`src/rtl/alu_result_stage_if.sv`:
```
// rtl/alu_result_stage_if.sv - operand load, ALU control and result/flag signals of the execute slice
interface alu_result_stage_if #(
    parameter int WIDTH = 8
);
    logic [WIDTH-1:0] din_a;
    logic             ld_a;
    logic [WIDTH-1:0] din_b;
    logic             ld_b;
    logic [2:0]       alucontrol;
    logic             ld_carry;
    logic [WIDTH-1:0] acc_a;
    logic [WIDTH-1:0] acc_b;
    logic [WIDTH-1:0] aluresult;
    logic [WIDTH-1:0] aluout;
    logic             cout;
    logic             carry;
    logic             zero;

    modport master (
        output din_a, ld_a, din_b, ld_b, alucontrol, ld_carry,
        input  acc_a, acc_b, aluresult, aluout, cout, carry, zero
    );

    modport slave (
        input  din_a, ld_a, din_b, ld_b, alucontrol, ld_carry,
        output acc_a, acc_b, aluresult, aluout, cout, carry, zero
    );
endinterface

```
`src/rtl/alu_result_stage.sv`:
```
// rtl/alu_result_stage.sv - operand registers, combinational ALU, result register and carry flag
module alu_result_stage #(
    parameter int WIDTH = 8
) (
    input  logic               clk,
    input  logic               reset,
    alu_result_stage_if.slave  bus
);
    typedef enum logic [2:0] {
        OP_AND = 3'b000,
        OP_OR  = 3'b001,
        OP_ADD = 3'b010,
        OP_SUB = 3'b011,
        OP_XOR = 3'b100,
        OP_NOT = 3'b101,
        OP_INC = 3'b110,
        OP_DEC = 3'b111
    } alu_op_t;

    logic [WIDTH-1:0] acc_a_q;
    logic [WIDTH-1:0] acc_b_q;
    logic [WIDTH-1:0] aluout_q;
    logic             carry_q;
    logic [WIDTH-1:0] result;
    logic             flag;
    logic [WIDTH:0]   wide;

    // Arithmetic ops run one bit wider so the top bit is the carry or borrow.
    always_comb begin
        result = '0;
        flag   = 1'b0;
        wide   = '0;
        case (alu_op_t'(bus.alucontrol))
            OP_AND: result = acc_a_q & acc_b_q;
            OP_OR:  result = acc_a_q | acc_b_q;
            OP_ADD: begin
                wide   = {1'b0, acc_a_q} + {1'b0, acc_b_q};
                result = wide[WIDTH-1:0];
                flag   = wide[WIDTH];
            end
            OP_SUB: begin
                wide   = {1'b0, acc_a_q} - {1'b0, acc_b_q};
                result = wide[WIDTH-1:0];
                flag   = wide[WIDTH];
            end
            OP_XOR: result = acc_a_q ^ acc_b_q;
            OP_NOT: result = ~acc_a_q;
            OP_INC: begin
                wide   = {1'b0, acc_a_q} + (WIDTH+1)'(1);
                result = wide[WIDTH-1:0];
                flag   = wide[WIDTH];
            end
            OP_DEC: begin
                wide   = {1'b0, acc_a_q} - (WIDTH+1)'(1);
                result = wide[WIDTH-1:0];
                flag   = wide[WIDTH];
            end
            default: begin
                result = '0;
                flag   = 1'b0;
            end
        endcase
    end

    // Carry samples the flag of the operands held before this edge.
    always_ff @(posedge clk or negedge reset) begin
        if (!reset) begin
            acc_a_q  <= '0;
            acc_b_q  <= '0;
            aluout_q <= '0;
            carry_q  <= 1'b0;
        end else begin
            if (bus.ld_a)     acc_a_q <= bus.din_a;
            if (bus.ld_b)     acc_b_q <= bus.din_b;
            if (bus.ld_carry) carry_q <= flag;
            aluout_q <= result;
        end
    end

    assign bus.acc_a     = acc_a_q;
    assign bus.acc_b     = acc_b_q;
    assign bus.aluresult = result;
    assign bus.aluout    = aluout_q;
    assign bus.cout      = flag;
    assign bus.carry     = carry_q;
    assign bus.zero      = (acc_a_q == '0);
endmodule

```
`src/flat_wrapper.sv`:
```
// flat-port wrapper written by rule: the top's interface ports become plain ports
module alu_result_stage_flat 
#(
    parameter int WIDTH = 8
)
  (clk, reset, bus_din_a, bus_ld_a, bus_din_b, bus_ld_b, bus_alucontrol, bus_ld_carry, bus_acc_a, bus_acc_b, bus_aluresult, bus_aluout, bus_cout, bus_carry, bus_zero);
  alu_result_stage_if #(.WIDTH(WIDTH)) bus_i ();
  input  logic clk;
  input  logic reset;
  input wire logic [$bits(bus_i.din_a)-1:0] bus_din_a;
  input wire logic [$bits(bus_i.ld_a)-1:0] bus_ld_a;
  input wire logic [$bits(bus_i.din_b)-1:0] bus_din_b;
  input wire logic [$bits(bus_i.ld_b)-1:0] bus_ld_b;
  input wire logic [$bits(bus_i.alucontrol)-1:0] bus_alucontrol;
  input wire logic [$bits(bus_i.ld_carry)-1:0] bus_ld_carry;
  output wire logic [$bits(bus_i.acc_a)-1:0] bus_acc_a;
  output wire logic [$bits(bus_i.acc_b)-1:0] bus_acc_b;
  output wire logic [$bits(bus_i.aluresult)-1:0] bus_aluresult;
  output wire logic [$bits(bus_i.aluout)-1:0] bus_aluout;
  output wire logic [$bits(bus_i.cout)-1:0] bus_cout;
  output wire logic [$bits(bus_i.carry)-1:0] bus_carry;
  output wire logic [$bits(bus_i.zero)-1:0] bus_zero;
  assign bus_i.din_a = bus_din_a;
  assign bus_i.ld_a = bus_ld_a;
  assign bus_i.din_b = bus_din_b;
  assign bus_i.ld_b = bus_ld_b;
  assign bus_i.alucontrol = bus_alucontrol;
  assign bus_i.ld_carry = bus_ld_carry;
  assign bus_acc_a = bus_i.acc_a;
  assign bus_acc_b = bus_i.acc_b;
  assign bus_aluresult = bus_i.aluresult;
  assign bus_aluout = bus_i.aluout;
  assign bus_cout = bus_i.cout;
  assign bus_carry = bus_i.carry;
  assign bus_zero = bus_i.zero;
  alu_result_stage #(.WIDTH(WIDTH)) u_core (.clk(clk), .reset(reset), .bus(bus_i));
endmodule
```
`config.mk`:
```
export PLATFORM = sky130hd
export DESIGN_NAME = alu_result_stage_flat
export DESIGN_NICKNAME = d
export VERILOG_FILES = /design/src/rtl/alu_result_stage_if.sv /design/src/rtl/alu_result_stage.sv /design/src/flat_wrapper.sv
export SDC_FILE = /design/constraint.sdc
export NUM_CORES = 1
export LEC_CHECK = 0
export ABC_CLOCK_PERIOD_IN_PS = 4450
export CELL_PAD_IN_SITES_DETAIL_PLACEMENT = 1
export CELL_PAD_IN_SITES_GLOBAL_PLACEMENT = 2
export CORE_ASPECT_RATIO = 1.1
export CORE_MARGIN = 3
export CORE_UTILIZATION = 28
export CTS_BUF_LIST = sky130_fd_sc_hd__clkbuf_16
export DETAILED_ROUTE_END_ITERATION = 7
export PLACE_DENSITY_LB_ADDON = 0.25
export SLEW_MARGIN = 20
export SYNTH_ARGS = -nofsm -noshare
export SYNTH_HDL_FRONTEND = slang
export SYNTH_SLANG_ARGS = --single-unit
```
`constraint.sdc`:
```
create_clock -name clk -period 4.45 [get_ports clk]
set_clock_uncertainty 0.05 [all_clocks]
set_input_delay 1.1125 -clock clk [delete_from_list [all_inputs] [get_ports clk]]
set_output_delay 1.1125 -clock clk [all_outputs]
set_load 0.005 [all_outputs]
```
# Word level (Yosys, flattened, before mapping)

Index checks and enable logic that the tools add are counted.

Register bits after elaboration: 25
Input port bits: 24
Output and inout port bits: 35

$add $sub $neg: 4
Equal/unequal tests: 7
Multiplexer cells: 2
Bitwise gates (word level): 4
Reduce and logical (&&, ||, !) cells: 2

Operator list:

| cell                | count |
|---|---|
| $pmux 8 s8          | 1 |
| $eq 3x3->1 const B  | 4 |
| $add 8x1->9 const B | 1 |
| $add 8x8->9         | 1 |
| $sub 8x1->9 const B | 1 |
| $sub 8x8->9         | 1 |
| $and 8x8->8         | 1 |
| $logic_not 8->1     | 1 |
| $not 8->8           | 1 |
| $or 8x8->8          | 1 |
| $xor 8x8->8         | 1 |
| $eq 3x2->1 const B  | 2 |
| $pmux 1 s4          | 1 |
| $eq 3x1->1 const B  | 1 |
| $logic_not 3->1     | 1 |

# Depth between registers and ports, before layout

Gate-level depths: netlist of run 1.

Depth after elaboration: 2
Mapped depth: 10
Depth with buffers taken out: 10

# Worst setup path after synthesis of run 1

No wires, ideal clock.

Path kind: input to output
Start: in bus_alucontrol[1]
End: out bus_aluresult[6]
Arrival time: 2.470 ns
Required time: 3.288 ns
Path slack: 0.818 ns
Stages on the path: 8
Path buffers: 2
Cell sequence: buf_2 > nor2b_1 > and2_1 > clkbuf_1 > nor4b_1 > a311oi_1 > o211ai_1 > o22a_1

Word-level cells in the longest chain between the ends: 2
Elaborated cells between the ends (all ways): 9
Those cells by class: eq/ne: 7; mux: 1; reduce/logical: 1

RTL lines:

| what                               | RTL line               | source |
|---|---|---|
| start: declaration                 | flat_wrapper.sv:14     | `input wire logic [$bits(bus_i.alucontrol)-1:0] bus_alucontrol;` |
| $eq 3x3->1 (tied with other cells) | alu_result_stage.sv:33 | `case (alu_op_t'(bus.alucontrol))` |
| $pmux 8 s8 (*)                     | alu_result_stage.sv:33 |  |
| end: declaration                   | flat_wrapper.sv:18     | `output wire logic [$bits(bus_i.aluresult)-1:0] bus_aluresult;` |

Every way passes the cells marked *; elsewhere a longest branch is shown, timed or not.

# Worst setup path in the final report of run 1

Start: in bus_alucontrol[1]
End: out bus_aluresult[3]

Same word-level chain as after synthesis.

==> results.cfg, run 1 <==
[clocking]
cts_buffer_depth = 2
clock-sinks = 25
clk_pin_slew_worst_paths_ns = 0.07
h-tree-depth = 1
cts_tree = yes
cts_inserted_buffers = 3
clk_latency_ns = 0.27
cts_root_buf = clkbuf_16

[grt]
grt_util_all_layers_pct = 16.9
grt_overflow = 0
grt_pass1_vias = 2411
antenna_found_initial = 0
grt_start_max_net_pins = 26
grt_pass1_wl_mm = 12.6

[placement]
finalWeightedCongestion = 0.801
io_buffers = 58
dp.final_hpwl_mm = 6.11
placed_area_sq_um = 3140
dp.cells = 459

[synthesis]
syn-num-nets = 344
synth_xor_area_share_pct = 4.12
synth-simple-area-share_pct = 18.1
synth_top_family_by_area = compound AO/OA/AOI/OAI gates
yosys_warnings = 0
netlist.area_leader.share_pct = 26.8
synth_edf_count = 0
yosysTopAreaCell = dfrtp_1
synth_fa_ha_area_share_pct = 16.2
synth_seq_cells = 25
synth_flop_cell = dfrtp_1
async_flop_share_pct = 100
synth_mux_area_share_pct = 1.34
synthTopCellsByArea = dfrtp_1 27%, ha_1 14%, o21ai_0 6.0%
syn_area_sq_um = 2340
seq_area_frac_synth_pct = 26.8
netlist-cell-type-count = 51
syn_area_per_cell_sq_um = 8.03
syn_inst = 291
synth-compound-area-share_pct = 25.7

[worst_hold_path]
timing.hold.worst_path_depth = 1
hold_path_end = u_core.bus.carry
hp-class = reg2reg
hold_start = u_core.bus.carry

[setup_path]
worstSetupPathDepth = 8
crit_chain = clkdlybuf4s50_1 -> buf_4 -> and2_1 -> nand3_1 -> o22ai_1 -> a211oi_2 -> nor2_1 -> clkdlybuf4s50_1
start_kind = input pin
path_common_cell = clkdlybuf4s50_1
timing.critical_path.arrival_ns = 3.27
slowest_stage = clkdlybuf4s50_1
worstSetupPathType = in2out
crit_family = buffers and inverters
cp_data_required_time_ns = 3.29
cp-end-kind = primary output
reg2reg_from = u_core.bus.acc_a[5]
r2r_cells = 7
slowest_delay_ns = 0.52
reg2reg_slack_ns = 1.88
r2r_end = u_core.bus.carry
cp_num_buf_inv = 3
cp_max_fo = 11

[cells_and_area]
instances_no_fill = 466
nFillCells = 993
layout.nets = 412
design_area_sq_um = 3310
diodes = 0
area_growth_pct = 41.6
utilization_pct = 41.4
layout-drive-gt1-share_pct = 12.0

[route]
drt_first_pass_iters = 4
drtIter0Drc = 93
drt-wirelength-per-cell_um = 17.0
ant_nets = 0
vias = 2362
viasPerCell = 5.07
wl_mm = 7.92
remaining_drc_errors = 0

[sta]
hold_violations = 0
setup_viol = 0
fmax_mhz = 225
whs_ns = 0.465
worstMarginPinSlew_ns = 0.591
period_needed_ns = 4.44
maxSlewHeadroom_pct = 60.4
slew_viol_final = 0
period_share_pct = 99.7

[floorplan]
initial_utilization_pct = 29.2
num_rows = 34
ioPinCount = 59
die_h_um = 102
dieArea_sq_um = 9480
die_x_um = 93.1
coreArea_sq_um = 8000

[pwr]
finalPower_mw = 0.904
power_density_nw_per_um2 = 273
leakagePower_nw = 1.45
vdd_ir_drop_max_v = 0.000136

[outcome]
status = finished, final reports clean

[run]
maxCapViolations = 0
==> logic make-up after synthesis <==
family,after synthesis
simple gates,89
buf+inv,46
compound gates,88
mux,3
xor+xnor,11
flops,25
fa+ha+maj,29
==> sequential cells by signal, indices dropped and copies added (netlist names) <==
name and count:
u_core.bus.acc_b 8, u_core.bus.carry 1, u_core.bus.acc_a 8, u_core.bus.aluout 8
==> cells in the final DEF (no fill, tap or decap), types with 2 or more instances in the layout <==
master,Yosys,routed
clkdlybuf4s50_1,0,52
nand2_1,31,31
o21ai_0,28,27
ha_1,27,27
inv_1,26,26
dfrtp_1,25,25
nor2_1,23,22
buf_4,0,22
a21oi_1,14,13
nand3_1,9,9
xnor2_1,7,6
a221oi_1,7,5
nor3_1,5,5
a211oi_1,6,5
or3_1,4,4
xor2_1,4,4
nor2b_1,4,4
o21a_1,4,4
o31ai_1,4,4
a221oi_2,1,3
a31oi_1,3,3
o22ai_1,3,3
clkbuf_16,0,3
dlymetal6s2s_1,0,3
dlygate4sd2_1,0,3
mux2i_1,2,2
a21o_1,2,2
o21ai_1,1,2
nand2b_1,2,2
and3_1,2,2
a221o_1,2,2
nor4_1,2,2
fa_1,2,2
buf_6,1,2
==> stage by stage <==
stage          setup TNS, ns  setup WS (ns)
6_report                   0         0.0131
5_1_grt              -0.0494        -0.0311
4_1_cts              -0.0194        -0.0194
3_5_place_dp          -0.392         -0.160
3_3_place_gp          -0.218         -0.128
2_1_floorplan              0          0.818
==> worst max-delay path by stage <==
stage                        to  slack [ns]              start
5_1_grt        bus_aluresult[3]       -0.03  bus_alucontrol[1]
4_1_cts        bus_aluresult[6]       -0.02  bus_alucontrol[0]
2_1_floorplan  bus_aluresult[6]        0.82  bus_alucontrol[1]
3_3_place_gp   bus_aluresult[7]       -0.13  bus_alucontrol[0]
6_report       bus_aluresult[3]        0.01  bus_alucontrol[1]
3_5_place_dp   bus_aluresult[5]       -0.16  bus_alucontrol[0]
==> final cells by class <==
class                           count  area [sq um]  share of cell area [%]
Tap cell                          108           135                    4.08
Clock buffer                        3          75.1                    2.27
Clock inverter                      1          3.75                   0.113
Timing Repair Buffer               83           792                    23.9
Multi-Input combinational cell    220          1580                    47.6
Inverter                           26           101                    3.06
Sequential cell                    25           626                    18.9
==> Yosys cell counts (3+ instances only) <==
cell / number
a221oi_1: 7
clkbuf_1: 17
dfrtp_1: 25
a21oi_1: 14
nand2_1: 31
o31ai_1: 4
o21ai_0: 28
ha_1: 27
xnor2_1: 7
inv_1: 26
o21a_1: 4
nor3_1: 5
nor2b_1: 4
xor2_1: 4
or3_1: 4
nand3_1: 9
o22ai_1: 3
a211oi_1: 6
a31oi_1: 3
nor2_1: 23
==> power breakdown <==
group	internal [mW]	switching (mW)
clock	0.121	0.0896
sequential	0.254	0.0166
combinational	0.209	0.215
==> timing repair <==
item / CTS / global route
hold endpoints to repair: 0 / 0
buffers inserted: 0 / 3
pin swaps: 4 / 5
hold buffers: 0 / 0
setup endpoints to repair: 5 / 6
gates resized for setup: 7 / 13
==> per-layer routing <==
| metal | track usage, % | wire length, um | vias up |
|---|---|---|---|
| met1 | 24.0 | 3830 | 1141 |
| met5 | 0 | 0 | - |
| met3 | 2.01 | 272 | 5 |
| li1 | - | - | 1160 |
| met4 | 3.38 | 68 | 0 |
| met2 | 27.8 | 3740 | 56 |
Power figures use the tool's default switching activity.
==> run 2, diff against run 1 <==
- SLEW_MARGIN: 20 -> not set
==> results of run 2 <==
Same layout as run 1: the final DEF is identical, and so are final timing and power.
